===== src/rtl/if_id_stage.sv =====
// Instruction-fetch stage with the IF/ID pipeline register.
// A one-cycle BOOT state primes IF/ID with a bubble before fetching starts in RUN.
module if_id_stage #(
  parameter logic [31:0] RESET_PC = 32'h0000_0000,
  parameter logic [31:0] NOP_INST = 32'h0000_0013
) (
  input  logic        clk,
  input  logic        rstn,
  input  logic        load_stall,
  input  logic        flush,
  input  logic [31:0] br_target,
  output logic [31:0] imem_addr,
  input  logic [31:0] imem_rdata,
  output logic [31:0] id_pc,
  output logic [31:0] id_inst,
  output logic        id_valid,
  output logic [31:0] stall_cnt,
  output logic [31:0] flush_cnt
);

  typedef enum logic {BOOT, RUN} state_t;

  state_t      state_q;
  logic [31:0] pc_q;
  logic [31:0] id_pc_q;
  logic [31:0] id_inst_q;
  logic        id_valid_q;
  logic [31:0] stall_cnt_q;
  logic [31:0] flush_cnt_q;

  logic [31:0] pc_inc_d;
  logic [31:0] br_pc_d;

  // Redirect targets are word aligned; the 32-bit add wraps naturally.
  assign pc_inc_d = pc_q + 32'd4;
  assign br_pc_d  = {br_target[31:2], 2'b00};

  // NOTE: every register here uses non-blocking assignment so all state
  // samples the pre-edge values regardless of statement order.
  always_ff @(posedge clk or negedge rstn) begin
    if (!rstn) begin
      state_q     <= BOOT;
      pc_q        <= RESET_PC;
      id_pc_q     <= RESET_PC;
      id_inst_q   <= NOP_INST;
      id_valid_q  <= 1'b0;
      stall_cnt_q <= 32'd0;
      flush_cnt_q <= 32'd0;
    end else begin
      case (state_q)
        BOOT: begin
          state_q    <= RUN;
          pc_q       <= RESET_PC;
          id_pc_q    <= RESET_PC;
          id_inst_q  <= NOP_INST;
          id_valid_q <= 1'b0;
        end
        RUN: begin
          if (flush) begin
            pc_q        <= br_pc_d;
            id_pc_q     <= pc_q;
            id_inst_q   <= NOP_INST;
            id_valid_q  <= 1'b0;
            flush_cnt_q <= flush_cnt_q + 32'd1;
          end else if (load_stall) begin
            stall_cnt_q <= stall_cnt_q + 32'd1;
          end else begin
            pc_q       <= pc_inc_d;
            id_pc_q    <= pc_q;
            id_inst_q  <= imem_rdata;
            id_valid_q <= 1'b1;
          end
        end
        default: state_q <= BOOT;
      endcase
    end
  end

  assign imem_addr = pc_q;
  assign id_pc     = id_pc_q;
  assign id_inst   = id_inst_q;
  assign id_valid  = id_valid_q;
  assign stall_cnt = stall_cnt_q;
  assign flush_cnt = flush_cnt_q;

endmodule


===== config.mk =====
export PLATFORM = sky130hd
export DESIGN_NAME = if_id_stage
export DESIGN_NICKNAME = d
export VERILOG_FILES = /design/src/rtl/if_id_stage.sv
export SDC_FILE = /design/constraint.sdc
export NUM_CORES = 1
export LEC_CHECK = 0
export BUFFER_PORTS_ARGS = -buffer_cell sky130_fd_sc_hd__buf_4
export CAP_MARGIN = 20
export CORE_ASPECT_RATIO = 0.9
export CORE_MARGIN = 10
export CORE_UTILIZATION = 46
export DETAILED_ROUTE_END_ITERATION = 7
export GPL_ROUTABILITY_DRIVEN = 0
export PLACE_DENSITY_LB_ADDON = 0.25
export SETUP_SLACK_MARGIN = 0.4
export SLEW_MARGIN = 20
export SYNTH_ARGS = -nofsm -noshare
export SYNTH_HDL_FRONTEND = slang
export SYNTH_SLANG_ARGS = --single-unit

===== constraint.sdc =====
create_clock -name clk -period 1.8 [get_ports clk]
set_clock_uncertainty 0.05 [all_clocks]
set_input_delay 0.36 -clock clk [delete_from_list [all_inputs] [get_ports clk]]
set_output_delay 0.36 -clock clk [all_outputs]
set_load 0.03 [all_outputs]

==> flow_metrics.tcl, run 1 <==
set metrics [dict create \
    end_kind "register" \
    ant_nets 0 \
    rr_worst_depth 6 \
    wire_per_inst_um 26.3 \
    cts_sinks 158 \
    die_h_um 139 \
    syn_avg_cell_area_um2 10.2 \
    ys.flop_type "dfrtp_1" \
    cp.arrival_ns 2.23 \
    yosysSeqAreaShare_pct 55.0 \
    yosysMostFrequentCell "dfrtp_1" \
    initial_core_util_pct 46.8 \
    async_flop_share_pct 100 \
    synth.top_cells.by_area "dfrtp_1 (54%), nand2_1 (6.5%), xnor2_1 (6.0%)" \
    cap_violations 0 \
    grt_max_degree 38 \
    port_buffers 222 \
    core_area_um2 15400 \
    place_area_um2 9710 \
    critPathKind "register to register" \
    ioPinCount 229 \
    rows 43 \
    syn_to_final_growth_pct 90.6 \
    yosysWarningCount 0 \
    fmax_mhz 509 \
    drcViolationCount 0 \
    period_needed_ns 1.96 \
    ys_ff_latch 158 \
    ir_drop_mv 0.711 \
    grt-ovfl-total 0 \
    p_per_area_nw_per_um2 769 \
    setup_viol 35 \
    via_per_inst 5.98 \
    min_to "imem_addr[31]" \
    rsz0062_at_grt "yes" \
    numCtsBuffers 17 \
    hold_viol 0 \
    leakage_nw 7.01 \
    synth_edf_count 0 \
    dp_hpwl_um 16200 \
    first_pass_iters 6 \
    synthesis.area_um2 7190 \
    grt.met2_usage_pct 40.7 \
    die-area_um2 21000 \
    clockBufferDepth 2 \
    hp-start "br_target[31]" \
    ys_types 44 \
    dr_total_vias 8313 \
    gr-usage-met3_pct 8.81 \
    fin_crit_sh_pct 109 \
    drive_gt1_share_pct 62.9 \
    cts_max_level 4 \
    grt_use_met1_pct 27.6 \
    whs_path_depth 3 \
    critPathMaxFanout 6 \
    grt_busiest_layer "met2" \
    maxSlewViolCount 0 \
    antenna_found_initial 1 \
    startpoint_type "register" \
    r2r_start "stall_cnt[12]" \
    synth_top_area_share_pct 53.9 \
    hp-class "primary input to register" \
    layout.nets 1245 \
    drt_wl_total_um 36500 \
    cts_root_buffer "clkbuf_16" \
    place_inst 1156 \
    syn_inst 705 \
    setup_slack_ns -0.164 \
    power.total_mw 10.5 \
    cts_tree "built" \
    layout.cells.non_filler 1390 \
    grt_pass1_wl_um 42000 \
    grt_pass1_vias 7659 \
    yosysTopAreaCell "dfrtp_1" \
    max-slew-margin-rel_pct 63.2 \
    cp_data_required_time_ns 2.06 \
    synth_common_cells "dfrtp_1 (155), nand2_1 (124), nand3_1 (60), nor2_1 (50), xnor2_1 (49)" \
    hold_slack_ns 0.0900 \
    utilization_pct 89.1 \
    violations "setup timing" \
    die_w_um 152 \
    groute.usage.overall_pct 24.4 \
    reg2reg_to "stall_cnt[22]" \
    clkLatencyLatePin_ns 0.44 \
    outcome "finished with violations" \
    path_clk_slew_ns 0.06 \
    worst_pin_slew_ns 0.552 \
    drt_iter0_drc 1031 \
    final_area_um2 13700 \
    r2r_setup_slack_ns -0.16 \
]
stage by stage:
stage	setup slack [ns]	setup TNS [ns]
after floorplan	-0.0884	-0.503
after global placement	-0.0323	-0.144
after detailed placement	-0.0562	-0.256
after CTS	0.0121	0
after global routing	-0.261	-2.88
final	-0.164	-1.73
kinds of logic (layout without fill, tap and decap cells):
logic type	count (synthesis)	in the layout	synth area share [%]
buffers and inverters	41	519	2.56
AOI/OAI and AO/OA	64	64	4.89
adders and majority gates	3	3	0.522
DFF	158	158	55.0
other	2	6	0.104
muxes	34	34	4.75
xor gates and xnor gates	84	84	10.2
and+or+nand+nor	319	320	21.9
worst max-delay path by stage:
stage | startpoint | end | slack (ns) | cells after the start
floorplan | flush_cnt[9] | flush_cnt[24] | -0.09 | 6
global placement | flush | flush_cnt[26] | -0.03 | 7
detailed placement | flush | flush_cnt[28] | -0.06 | 7
CTS | flush_cnt[10] | flush_cnt[26] | 0.01 | 6
global route | stall_cnt[12] | stall_cnt[22] | -0.26 | 6
finish | stall_cnt[12] | stall_cnt[22] | -0.16 | 6
placed cells by master (no fill, tap or decap), types with 11 or more instances in the layout:
| cell | count |
|---|---|
| dfrtp_2 | 56 |
| a21oi_1 | 19 |
| nand4_1 | 21 |
| dfrtp_1 | 99 |
| nand3_1 | 38 |
| nand2_1 | 70 |
| nand2_4 | 17 |
| nor2_1 | 37 |
| nand3_2 | 15 |
| xor2_1 | 32 |
| xnor2_1 | 25 |
| buf_4 | 226 |
| buf_6 | 238 |
| xnor2_2 | 23 |
| o21ai_0 | 17 |
| mux2i_1 | 33 |
| buf_12 | 11 |
| nand2_2 | 35 |
| clkbuf_16 | 19 |
flip-flops by register name (all words and copies together), names as in the netlist:
register   count
state_q        1
id_valid       1
id_inst       32
flush_cnt     32
stall_cnt     32
imem_addr     30
id_pc         30
power breakdown:
part / internal [mW] / leakage (nW) / switching [mW]
clock: 2.19 / 0.290 / 1.57
sequential: 3.77 / 2.05 / 0.254
combinational: 1.34 / 4.67 / 1.41
critical path: stages (launching register included):
cell and delay, ns:
dfrtp_2 0.48, and4_1 0.28, nand4_1 0.18, buf_4 0.21, nor2_2 0.18, nand4_1 0.15
xnor2_1 0.31
timing repair:
action | 4_1_cts | 5_1_grt
cloned | 2 | 5
setup buffers | 114 | 79
resized for setup | 204 | 247
hold buffers | 1 | 0
hold endpoints to repair | 31 | 0
endpoints found under the setup margin | 224 | 297
pin swaps | 62 | 115
metal layers:
layer | vias up | part of all wire, %
li1 | 3342 | -
met1 | 4040 | 35
met2 | 716 | 46
met3 | 215 | 11
met4 | 0 | 7.2
met5 | - | 0
layout make-up:
| class | instances | area [µm²] |
|---|---|---|
| antenna | 1 | 2.50 |
| clock buffer | 23 | 488 |
| clock inverter | 9 | 108 |
| multi-input combinational | 510 | 4060 |
| sequential | 158 | 4030 |
| inverter | 4 | 15.0 |
| timing repair buffer | 483 | 4760 |
| tap | 202 | 253 |
| fill | 569 | 1680 |
(Power assumes the default switching activity.)
==> run 2: changes to the inputs <==
MAX_ROUTING_LAYER = met4   (was default)
SKIP_CTS_REPAIR_TIMING = 1   (was default)
==> flow_metrics.tcl, run 2 (synthesized netlist as in run 1, its figures left out) <==
set metrics [dict create \
    clockBufferDepth 2 \
    groute.usage.overall_pct 20.5 \
    worst_pin_slew_ns 0.555 \
    rr_worst_depth 6 \
    cts_max_level 4 \
    leakage_nw 6.19 \
    final_area_um2 12300 \
    via_per_inst 5.29 \
    numCtsBuffers 17 \
    layout.cells.non_filler 1313 \
    die-area_um2 21000 \
    hold_slack_ns 0.0877 \
    critPathMaxFanout 7 \
    fillCellCount 928 \
    ant_nets 0 \
    initial_core_util_pct 46.8 \
    place_area_um2 9710 \
    layout_common_cells "buf_4 (225), buf_6 (170), nand2_1 (110), dfrtp_1 (96), dfrtp_2 (59)" \
    diodes 0 \
    rsz0062_at_grt "yes" \
    startpoint_type "register" \
    antenna_found_initial 0 \
    worstSetupEndpoint "flush_cnt[26]" \
    violations "setup timing" \
    drive_gt1_share_pct 53.8 \
    syn_to_final_growth_pct 71.6 \
    ioPinCount 229 \
    critPathKind "register to register" \
    setup_slack_ns -0.00847 \
    fin_crit_sh_pct 100 \
    crit_start "flush_cnt[5]" \
    core_area_um2 15400 \
    hp-class "primary input to register" \
    ir_drop_mv 0.738 \
    drt_iter0_drc 468 \
    r2r_setup_slack_ns -0.008 \
    dr_total_vias 6942 \
    end_kind "register" \
    layout.nets 1169 \
    p_per_area_nw_per_um2 794 \
    cts_root_buffer "clkbuf_16" \
    cp.arrival_ns 2.11 \
    place_inst 1156 \
    power.total_mw 9.80 \
    hold_viol 0 \
    cts_sinks 158 \
    cts_tree "built" \
    period_needed_ns 1.81 \
    die_w_um 152 \
    die_h_um 139 \
    rows 43 \
    max-slew-margin-rel_pct 63.0 \
    grt_max_degree 38 \
    cp_data_required_time_ns 2.10 \
    grt_pass1_vias 6367 \
    whs_path_depth 3 \
    place_ws_ns -0.0562 \
    grt-ovfl-total 0 \
    fmax_mhz 553 \
    drcViolationCount 0 \
    setup_viol 3 \
    reg2reg_to "flush_cnt[26]" \
    path_clk_slew_ns 0.06 \
    first_pass_iters 6 \
    cap_violations 0 \
    outcome "finished with violations" \
    port_buffers 222 \
    clkLatencyLatePin_ns 0.43 \
    final_common_cell "buf_4" \
    r2r_start "flush_cnt[5]" \
    wire_per_inst_um 19.6 \
    maxSlewViolCount 0 \
    drt_wl_total_um 25800 \
    dp_hpwl_um 16200 \
    grt_pass1_wl_um 34300 \
]
[run 2: critical path: stages, from the launching register on]
cell     delay [ns]
dfrtp_2        0.38
nand2_2        0.07
or2_4          0.25
or4_4          0.53
buf_6          0.17
nor3_4         0.12
xor2_1         0.16
[run 2: power breakdown]
group	switching [mW]	total [mW]	leakage [nW]	internal [mW]
combinational	1.09	2.11	3.86	1.03
sequential	0.247	4.02	2.05	3.78
clock	1.48	3.67	0.290	2.19
total	2.81	9.80	6.19	6.99
[run 2: final cells by class]
| cell class | instances | area [µm²] | area share (%) |
|---|---|---|---|
| Clock buffer | 23 | 488 | 3.95 |
| Clock inverter | 9 | 108 | 0.872 |
| Inverter | 4 | 15.0 | 0.122 |
| Multi-Input combinational cell | 509 | 3610 | 29.2 |
| Sequential cell | 158 | 4030 | 32.7 |
| Tap cell | 202 | 253 | 2.05 |
| Timing Repair Buffer | 408 | 3840 | 31.1 |
[run 2: worst min-delay path by stage]
stage	from	endpoint	slack, ns
detailed placement	rstn	stall_cnt[5]	0.26
floorplan	rstn	flush_cnt[0]	0.01
global placement	rstn	stall_cnt[5]	0.25
finish	br_target[31]	imem_addr[31]	0.09
CTS	rstn	stall_cnt[9]	-0.19
global route	br_target[30]	imem_addr[30]	0.11
[run 2: stage by stage]
step	TNS (ns)	utilization, %
after detailed placement	-0.256	63.1
final	-0.0173	80.2
after floorplan	-0.503	-
after global routing	-0.386	80.2
after CTS	-0.0190	67.0
after global placement	-0.144	63.1
[run 2: metal layers]
metal | vias to the layer above | global-route usage (%) | share of wire [%]
met5 | - | - | 0
met4 | 0 | 7.24 | 1.7
met3 | 36 | 7.01 | 7.5
met2 | 279 | 30.7 | 49
met1 | 3441 | 25.2 | 41
li1 | 3186 | - | -
==> run 3: changes to the inputs <==
REMOVE_ABC_BUFFERS = 1   (was default)
==> flow_metrics.tcl, run 3 (synthesized netlist as in run 1, its figures left out) <==
set metrics [dict create \
    dr_total_vias 7467 \
    core_area_um2 15400 \
    clockBufferDepth 2 \
    worst-path-stages 8 \
    crit_chain "buf_4 -> buf_6 -> nand4b_1 -> nor4_4 -> buf_6 -> nand4_1 -> xor2_1 -> a21oi_1" \
    violations "setup timing" \
    layout.cells.non_filler 1364 \
    grt_pass1_wl_um 34300 \
    drt_wl_total_um 28200 \
    hold_viol 0 \
    path_clk_slew_ns 0.07 \
    cp.arrival_ns 2.13 \
    crit_family "simple AND/OR/NAND/NOR gates" \
    intPower_mw 6.71 \
    drt_iter0_drc 440 \
    rsz0062_at_grt "yes" \
    ioPinCount 229 \
    max-slew-margin-rel_pct 59.5 \
    groute.usage.overall_pct 20.2 \
    ant_nets 0 \
    first_pass_iters 5 \
    leakage_nw 6.63 \
    grt-ovfl-total 0 \
    rr_worst_depth 8 \
    switching_share_pct 31.4 \
    setup_viol 13 \
    final_common_cell "buf_4" \
    max_stage_delay_ns 0.41 \
    layout_common_cells "buf_4 (257), buf_6 (184), dfrtp_1 (143), nand2_1 (73), nor2_1 (39)" \
    port_buffers 222 \
    utilization_pct 84.1 \
    setup_slack_ns -0.0749 \
    clkLatencyLatePin_ns 0.43 \
    power_frac_seq_pct 40.5 \
    cp_data_required_time_ns 2.05 \
    fillCellCount 783 \
    drcViolationCount 0 \
    worst_path_max_delay_cell "dfrtp_1" \
    fin_crit_sh_pct 104 \
    power.total_mw 9.78 \
    die_w_um 152 \
    syn_to_final_growth_pct 79.8 \
    worst_pin_slew_ns 0.608 \
    p_per_area_nw_per_um2 756 \
    antenna_found_initial 0 \
    startpoint_type "register" \
    comb_power_share_pct 24.1 \
    path_common_cell "buf_6" \
    fmax_mhz 533 \
    grt_max_degree 43 \
    power.switching_mw 3.07 \
    whs_path_depth 3 \
    cts_sinks 158 \
    die_h_um 139 \
    numCtsBuffers 17 \
    rows 43 \
    cts_root_buffer "clkbuf_16" \
    end_kind "register" \
    crit_buf_inv 3 \
    critPathKind "register to register" \
    ir_drop_mv 0.706 \
    dp_hpwl_um 16000 \
    place_ws_ns -0.196 \
    cts_max_level 4 \
    diodes 0 \
    die-area_um2 21000 \
    p_clk_share_pct 35.4 \
    layout.nets 1220 \
    critPathMaxFanout 6 \
    via_per_inst 5.47 \
    period_needed_ns 1.87 \
    cts_tree "built" \
    outcome "finished with violations" \
    place_inst 1188 \
    hp-class "primary input to register" \
    grt_pass1_vias 6447 \
    tns_ns -0.395 \
    initial_core_util_pct 46.8 \
    maxSlewViolCount 0 \
    wire_per_inst_um 20.7 \
    drive_gt1_share_pct 56.3 \
    cap_violations 0 \
]
## run 3: cell type report
type | instances | area (µm²) | share of cell area [%]
sequential | 158 | 3970 | 30.7
timing repair buffer | 459 | 4360 | 33.7
clock inverter | 15 | 133 | 1.03
clock buffer | 17 | 425 | 3.29
inverter | 4 | 15.0 | 0.116
tap | 202 | 253 | 1.95
multi-input combinational | 509 | 3780 | 29.2
## run 3: power groups by stage
| stage | Combinational (mW) | Clock, mW | Sequential [mW] |
|---|---|---|---|
| 6_report | 2.36 | 3.46 | 3.96 |
| 5_1_grt | 2.48 | 3.66 | 3.98 |
| 4_1_cts | 1.71 | 3.45 | 3.91 |
| 3_5_place_dp | 1.71 | 0 | 3.98 |
| 3_3_place_gp | 1.68 | 0 | 3.97 |
| 2_1_floorplan | 0.351 | 0 | 4.41 |
## run 3: metrics by stage
| stage | instance area, µm² | hold WS [ns] |
|---|---|---|
| after global routing | 12900 | 0.0937 |
| final | 12900 | 0.101 |
| after detailed placement | 9720 | 0.256 |
| after CTS | 10300 | -0.195 |
| after floorplan | 7040 | 0.0144 |
| after global placement | 9720 | 0.259 |
## run 3: per-layer routing
metal | vias up | GRT usage [%] | wire length (µm)
li1 | 3291 | - | -
met1 | 3728 | 25.6 | 11300
met2 | 377 | 31.3 | 14000
met3 | 71 | 5.71 | 2000
met4 | 0 | 5.16 | 789
met5 | - | - | 0
## run 3: worst paths after layout
check                      slack (ns)       endpoint           from
max                             -0.07  imem_addr[21]   imem_addr[3]
min                              0.10  imem_addr[29]  br_target[29]
max reg2reg                     -0.07  imem_addr[21]   imem_addr[3]
min reg2reg                      0.44      id_pc[12]      id_pc[12]
max in group asynchronous        0.73     id_inst[1]           rstn
min in group asynchronous        0.37  stall_cnt[18]           rstn
## run 3: worst reg2reg max path, stage by stage (launching register included)
cell      delay, ns
dfrtp_1        0.41
buf_4          0.14
buf_6          0.08
nand4b_1       0.22
nor4_4         0.25
buf_6          0.18
nand4_1        0.10
xor2_1         0.22
a21oi_1        0.11
